File: config.mk
export PLATFORM = sky130hd
export DESIGN_NAME = goertzel_detector
export DESIGN_NICKNAME = d
export VERILOG_FILES = /design/src/rtl/goertzel_detector.sv
export SDC_FILE = /design/constraint.sdc
export NUM_CORES = 1
export LEC_CHECK = 0
export ABC_CLOCK_PERIOD_IN_PS = 9450
export CAP_MARGIN = 20
export CORE_UTILIZATION = 55
export CTS_BUF_LIST = sky130_fd_sc_hd__clkbuf_8
export DETAILED_ROUTE_END_ITERATION = 8
export PLACE_DENSITY_LB_ADDON = 0.05
export SYNTH_ARGS = -nofsm -noshare
export SYNTH_HDL_FRONTEND = slang
export SYNTH_SLANG_ARGS = --single-unit
File: constraint.sdc
create_clock -name clk -period 9.45 [get_ports clk]
set_input_delay 1.4175 -clock clk [delete_from_list [all_inputs] [get_ports clk]]
set_output_delay 1.4175 -clock clk [all_outputs]
set_load 0.03 [all_outputs]
File: src/rtl/goertzel_detector.sv
// goertzel_detector
// Sequences a Goertzel power stage, keeps a sliding average over the last
// 2^AVG_POW2 block powers and raises a hysteretic tone-detect flag.
//
// Parameters
//   PW        width of the block power result
//   AVG_POW2  log2 of the averaging window depth in blocks (1..4)
//
// Ports
//   clk           system clock
//   rst_n         asynchronous active-low reset
//   enable_i      keep launching blocks while high
//   clear_i       synchronous clear of averaging history and detect state
//   thresh_on_i   detect asserts when average >= this
//   thresh_off_i  detect deasserts when average < this
//   done_i        power-stage done pulse
//   power_i       power-stage result, valid while done_i is high
//   start_o       one-cycle start strobe to the power stage
//   avg_o         averaged power over a full window
//   avg_valid_o   one-cycle pulse when avg_o is refreshed
//   detect_o      hysteretic detect flag
//   busy_o        high whenever the sequencer is not idle
module goertzel_detector #(
  parameter int PW       = 32,
  parameter int AVG_POW2 = 2
) (
  input  logic          clk,
  input  logic          rst_n,
  input  logic          enable_i,
  input  logic          clear_i,
  input  logic [PW-1:0] thresh_on_i,
  input  logic [PW-1:0] thresh_off_i,
  input  logic          done_i,
  input  logic [PW-1:0] power_i,
  output logic          start_o,
  output logic [PW-1:0] avg_o,
  output logic          avg_valid_o,
  output logic          detect_o,
  output logic          busy_o
);

  localparam int DEPTH = 1 << AVG_POW2;
  localparam int SW    = PW + AVG_POW2;
  localparam int FW    = AVG_POW2 + 1;

  localparam logic [AVG_POW2-1:0] PTR_ONE   = AVG_POW2'(1'b1);
  localparam logic [FW-1:0]       FILL_ONE  = FW'(1'b1);
  localparam logic [FW-1:0]       FILL_FULL = FW'(DEPTH);

  typedef enum logic [2:0] {
    S_IDLE    = 3'd0,
    S_START   = 3'd1,
    S_WAIT    = 3'd2,
    S_UPDATE  = 3'd3,
    S_COMPARE = 3'd4
  } state_t;

  state_t                state_r;
  logic [PW-1:0]         capture_r;
  logic                  discard_r;   // block result arrived together with clear_i
  logic [PW-1:0]         hist_r [DEPTH];
  logic [AVG_POW2-1:0]   wr_ptr_r;
  logic [FW-1:0]         fill_r;
  logic [SW-1:0]         sum_r;       // AVG_POW2 extra bits: sum of DEPTH values never overflows
  logic [PW-1:0]         avg_r;
  logic                  avg_valid_r;
  logic                  detect_r;

  logic                  full_s;
  logic [PW-1:0]         old_s;
  logic [SW-1:0]         sum_next_s;
  logic [PW-1:0]         avg_s;

  // Window arithmetic: evicted entry, running-sum update and truncated average.
  always_comb begin
    full_s = (fill_r == FILL_FULL);
    if (full_s) begin
      old_s = hist_r[wr_ptr_r];
    end else begin
      // Entries beyond the fill level are stale and must not be subtracted.
      old_s = {PW{1'b0}};
    end
    sum_next_s = sum_r - {{AVG_POW2{1'b0}}, old_s} + {{AVG_POW2{1'b0}}, capture_r};
    avg_s      = sum_r[SW-1:AVG_POW2];
  end

  // Sequencer plus averaging/detect datapath; clear_i overrides any update.
  always_ff @(posedge clk or negedge rst_n) begin
    if (!rst_n) begin
      state_r     <= S_IDLE;
      capture_r   <= {PW{1'b0}};
      discard_r   <= 1'b0;
      wr_ptr_r    <= {AVG_POW2{1'b0}};
      fill_r      <= {FW{1'b0}};
      sum_r       <= {SW{1'b0}};
      avg_r       <= {PW{1'b0}};
      avg_valid_r <= 1'b0;
      detect_r    <= 1'b0;
      for (int i = 0; i < DEPTH; i++) begin
        hist_r[i] <= {PW{1'b0}};
      end
    end else begin
      avg_valid_r <= 1'b0;

      case (state_r)
        S_IDLE: begin
          if (enable_i) begin
            state_r <= S_START;
          end else begin
            state_r <= S_IDLE;
          end
        end

        S_START: begin
          state_r <= S_WAIT;
        end

        S_WAIT: begin
          // The power stage cannot be aborted, so enable_i is not looked at here.
          if (done_i) begin
            capture_r <= power_i;
            discard_r <= clear_i;
            state_r   <= S_UPDATE;
          end else begin
            state_r   <= S_WAIT;
          end
        end

        S_UPDATE: begin
          if (!clear_i && !discard_r) begin
            sum_r            <= sum_next_s;
            hist_r[wr_ptr_r] <= capture_r;
            wr_ptr_r         <= wr_ptr_r + PTR_ONE;
            if (!full_s) begin
              fill_r <= fill_r + FILL_ONE;
            end
          end
          state_r <= S_COMPARE;
        end

        S_COMPARE: begin
          if (!clear_i && !discard_r && full_s) begin
            avg_r       <= avg_s;
            avg_valid_r <= 1'b1;
            if (!detect_r && (avg_s >= thresh_on_i)) begin
              detect_r <= 1'b1;
            end else if (detect_r && (avg_s < thresh_off_i)) begin
              detect_r <= 1'b0;
            end
          end
          discard_r <= 1'b0;
          if (enable_i) begin
            state_r <= S_START;
          end else begin
            state_r <= S_IDLE;
          end
        end

        default: begin
          state_r <= S_IDLE;
        end
      endcase

      // Clear wins over any UPDATE/COMPARE write above; buffer contents stay stale.
      if (clear_i) begin
        sum_r       <= {SW{1'b0}};
        fill_r      <= {FW{1'b0}};
        wr_ptr_r    <= {AVG_POW2{1'b0}};
        avg_r       <= {PW{1'b0}};
        avg_valid_r <= 1'b0;
        detect_r    <= 1'b0;
      end
    end
  end

  // Strobe and busy are decoded straight from the state register.
  assign start_o     = (state_r == S_START);
  assign busy_o      = (state_r != S_IDLE);
  assign avg_o       = avg_r;
  assign avg_valid_o = avg_valid_r;
  assign detect_o    = detect_r;

endmodule

==> metrics <==
outcome complete, no violations; EDFF count, synth 0; Synth area leader dfrtp_1; Lkg Pwr 7.88 nW; utilization after layout between 60% and 70%; proportion of layout cells with a drive suffix above 1 7.64%; mux share of post-synthesis cell area 5.83%; GRT Total Usage approximately a quarter; Pwr Density 309 nW/um2; post-synthesis compound-gate area fraction roughly 15%; CP max stage delay about 0.74 ns; Clock Tree Buf Depth 3; placed cells about 1.9k; CTS H-tree lvls 2; Distinct cells, synth 52; RePlAce Congestion ~0.89; Synth Warn # 0; Post-CTS Setup Inserts 0; synthesis-to-layout area growth 17.4%; critical path peak fanout 19; maxcap violations 0; # resized after CTS 0; top cell type's share of synthesized area between 40 and 50%; largest family of logic cells by synthesized area compound AO/OA/AOI/OAI gates; Yosys reg bits ~240; CTS tree built; DRC 0; IO buf count 136; simple-gate share of the synthesized area a little over an eighth; GR Overflow Total 0; Routed Antenna Nets 0; CTS Buf Count 41; clk_lat worst skew ~0.54 ns; Num Clock Sinks approximately 240; synthesized-area fraction occupied by adder cells approximately 14%; Crit-path slowest cell dfrtp_2; first-pass GRT wire length ~54000 um; largest net degree at the start of global routing just under 90; dpl cell area ~16000 um2; Slew HR between 30% and 40%; Synth Area in XOR/XNOR about 1.9%; Final Hold Vio Count 0; synthesized instance count approximately 1.5k; antenna cells 0; vias in the first global route 10.3k; final wirelength between 30000 and 40000 um; Tcrit/Tclk final around 56%; Reg clk slew, reported paths 0.06 ns; final setup violation count 0; actual slew at the worst max-slew pin slightly below 1 ns; width of the die roughly 160 um; CTS Hold Bufs 0; FMAX around 0.19 GHz; Ports roughly 140; Final Slew Violations 0; Setup CP Type flop to flop; Syn Area/Cell 9.30 um2; dpl hpwl between 20000 and 25000 um; setup tns final 0 ns; DRT iter0 DRCs 837; CP Cell Sequence buf_4, mux4_2, nor2b_1, fa_1, inv_1, fa_1, a21o_1, a221oi_2, o21bai_1, a21o_1, o41ai_4, nor2_2, a31o_2, a41oi_2, mux2i_1, nand3_1; register area share after synthesis a little over two fifths; post-route cell area approximately 16000 um2; Post-Synthesis Cell Area around 14000 um2; CP endpoint kind flop; critical path arrival roughly 5.7 ns; clk root buf clkbuf_8; DR vias about 11k; crit start category flop; filler instances approximately 2.0k; Main synth FF type dfrtp_1; final cell count without fillers 1974; Initial Util roughly 57%; first drt pass iteration count 5; Synth async-reset ratio 100%; Worst VDD drop roughly 0.16 mV; Core ar. approximately 25000 um2; routed length per instance between 15 and 20 um; routed vias/inst 5.34; syn nets between 1.5k and 2k; Final min period approximately 5.2 ns; Critical Path RT 9.86 ns; die height 161 um; final net count between 1.5k and 2k; Layout Skew ~0.023 ns; antenna violations before repair 0; ranking of synthesized cells by area dfrtp_1 43%, ha_1 9.2%, o21ai_0 6.9%, nand2_1 6.9%, inv_1 5.4%; Hold Crit Class flop to flop; RSZ-0062 raised after global routing false; die area 26000 um2; std cell rows 57
==> where the power goes <==
part           switching [W]  total (W)  internal (W)
sequential          0.000163    0.00140       0.00124
combinational        0.00158    0.00275       0.00117
clock               0.000415   0.000899      0.000484
total                0.00216    0.00505       0.00289
==> placed cells by master, fill, tap and decap left out, types with 8 or more instances in the layout <==
cell type and n:
a211oi_1 8, xnor2_1 20, nor2b_1 42, a21o_1 44, dfrtp_1 236, a21oi_1 74
nand3_1 30, nor2_1 30, buf_4 16, nand2_1 255, mux4_2 32, xor2_1 11
inv_1 216, clkbuf_8 51, clkdlybuf4s50_1 134, nor3_1 10, fa_1 32, o21ai_0 193
a31oi_1 10, ha_1 103, nand4_1 16
==> critical path, delay by kind of cell (launching register included) <==
kind / cells / cell delay (ns)
DFF: 1 / 0.74
adders and majority gates: 2 / 0.96
AOI/OAI and AO/OA: 7 / 1.79
buffers and inverters: 2 / 0.54
muxes: 2 / 0.74
and+or+nand+nor: 3 / 0.35
==> worst paths after layout <==
| check | startpoint | to | slack (ns) | cells past startpoint |
|---|---|---|---|---|
| max reg2reg | wr_ptr_r[0] | sum_r[32] | 4.20 | 16 |
| min | hist_r[72] | hist_r[72] | 0.48 | 2 |
| min reg2reg | hist_r[72] | hist_r[72] | 0.48 | 2 |
| min in group asynchronous | rst_n | avg_o[1] | 0.85 | 1 |
| max in group asynchronous | rst_n | wr_ptr_r[0] | 7.10 | 2 |
| max | wr_ptr_r[0] | sum_r[32] | 4.20 | 16 |
==> registers in the layout (all words and copies together) (netlist names) <==
| signal | count |
|---|---|
| sum_r | 34 |
| hist_r | 128 |
| discard_r | 1 |
| wr_ptr_r | 2 |
| detect_o | 1 |
| avg_o | 32 |
| state_r | 3 |
| fill_r | 3 |
| avg_valid_o | 1 |
| capture_r | 32 |
==> synth_stat cells (3+ instances only) <==
cell type and count:
inv_1 202, dfrtp_1 237, nand4_1 16, a21oi_1 74
o31ai_1 4, nor2b_1 42, a221oi_1 4, nor2_1 31
ha_1 103, a21o_1 44, nor3b_1 3, o21ai_0 193
clkbuf_1 61, nand2b_1 7, o22ai_1 3, nand2_1 255
a31oi_1 10, xnor2_1 20, nand3_1 30, o211ai_1 4
mux4_2 32, a211oi_1 8, xor2_1 11, fa_1 32
buf_1 9, o21a_1 5, and3_1 7, nor3_1 10
mux2_2 5, nor4_1 6
==> metrics by stage <==
step	total power [W]	worst slack, ns	hold slack, ns
6_report	0.00505	4.20	0.476
4_1_cts	0.00504	4.20	0.478
3_5_place_dp	0.00412	4.22	0.465
2_1_floorplan	0.00347	4.60	0.445
3_3_place_gp	0.00406	4.27	0.457
5_1_grt	0.00548	3.92	0.495
==> cell type report <==
type | instances | area [um2] | area share [%]
multi-input combinational | 988 | 6990 | 42.7
sequential | 237 | 5930 | 36.3
timing repair buffer | 152 | 1480 | 9.06
inverter | 202 | 758 | 4.64
clock buffer | 51 | 702 | 4.29
tap | 324 | 405 | 2.48
clock inverter | 20 | 87.6 | 0.535
==> routing by layer <==
layer	wire length [um]	track usage, %	share of wire [%]	vias to the layer above
li1	-	-	-	5269
met5	0	0	0	-
met3	1630	3.80	5.1	55
met4	546	6.00	1.7	0
met2	13400	38.2	42	274
met1	16500	40.3	51	4953
==> logic make-up after synthesis <==
logic type	after synthesis
AO/OA/AOI/OAI	363
XOR/XNOR	31
adder cells (fa/ha/maj)	135
buffers and inverters	273
flip-flops	237
multiplexers	40
AND/OR/NAND/NOR	419
Power figures use the tool's default switching activity.
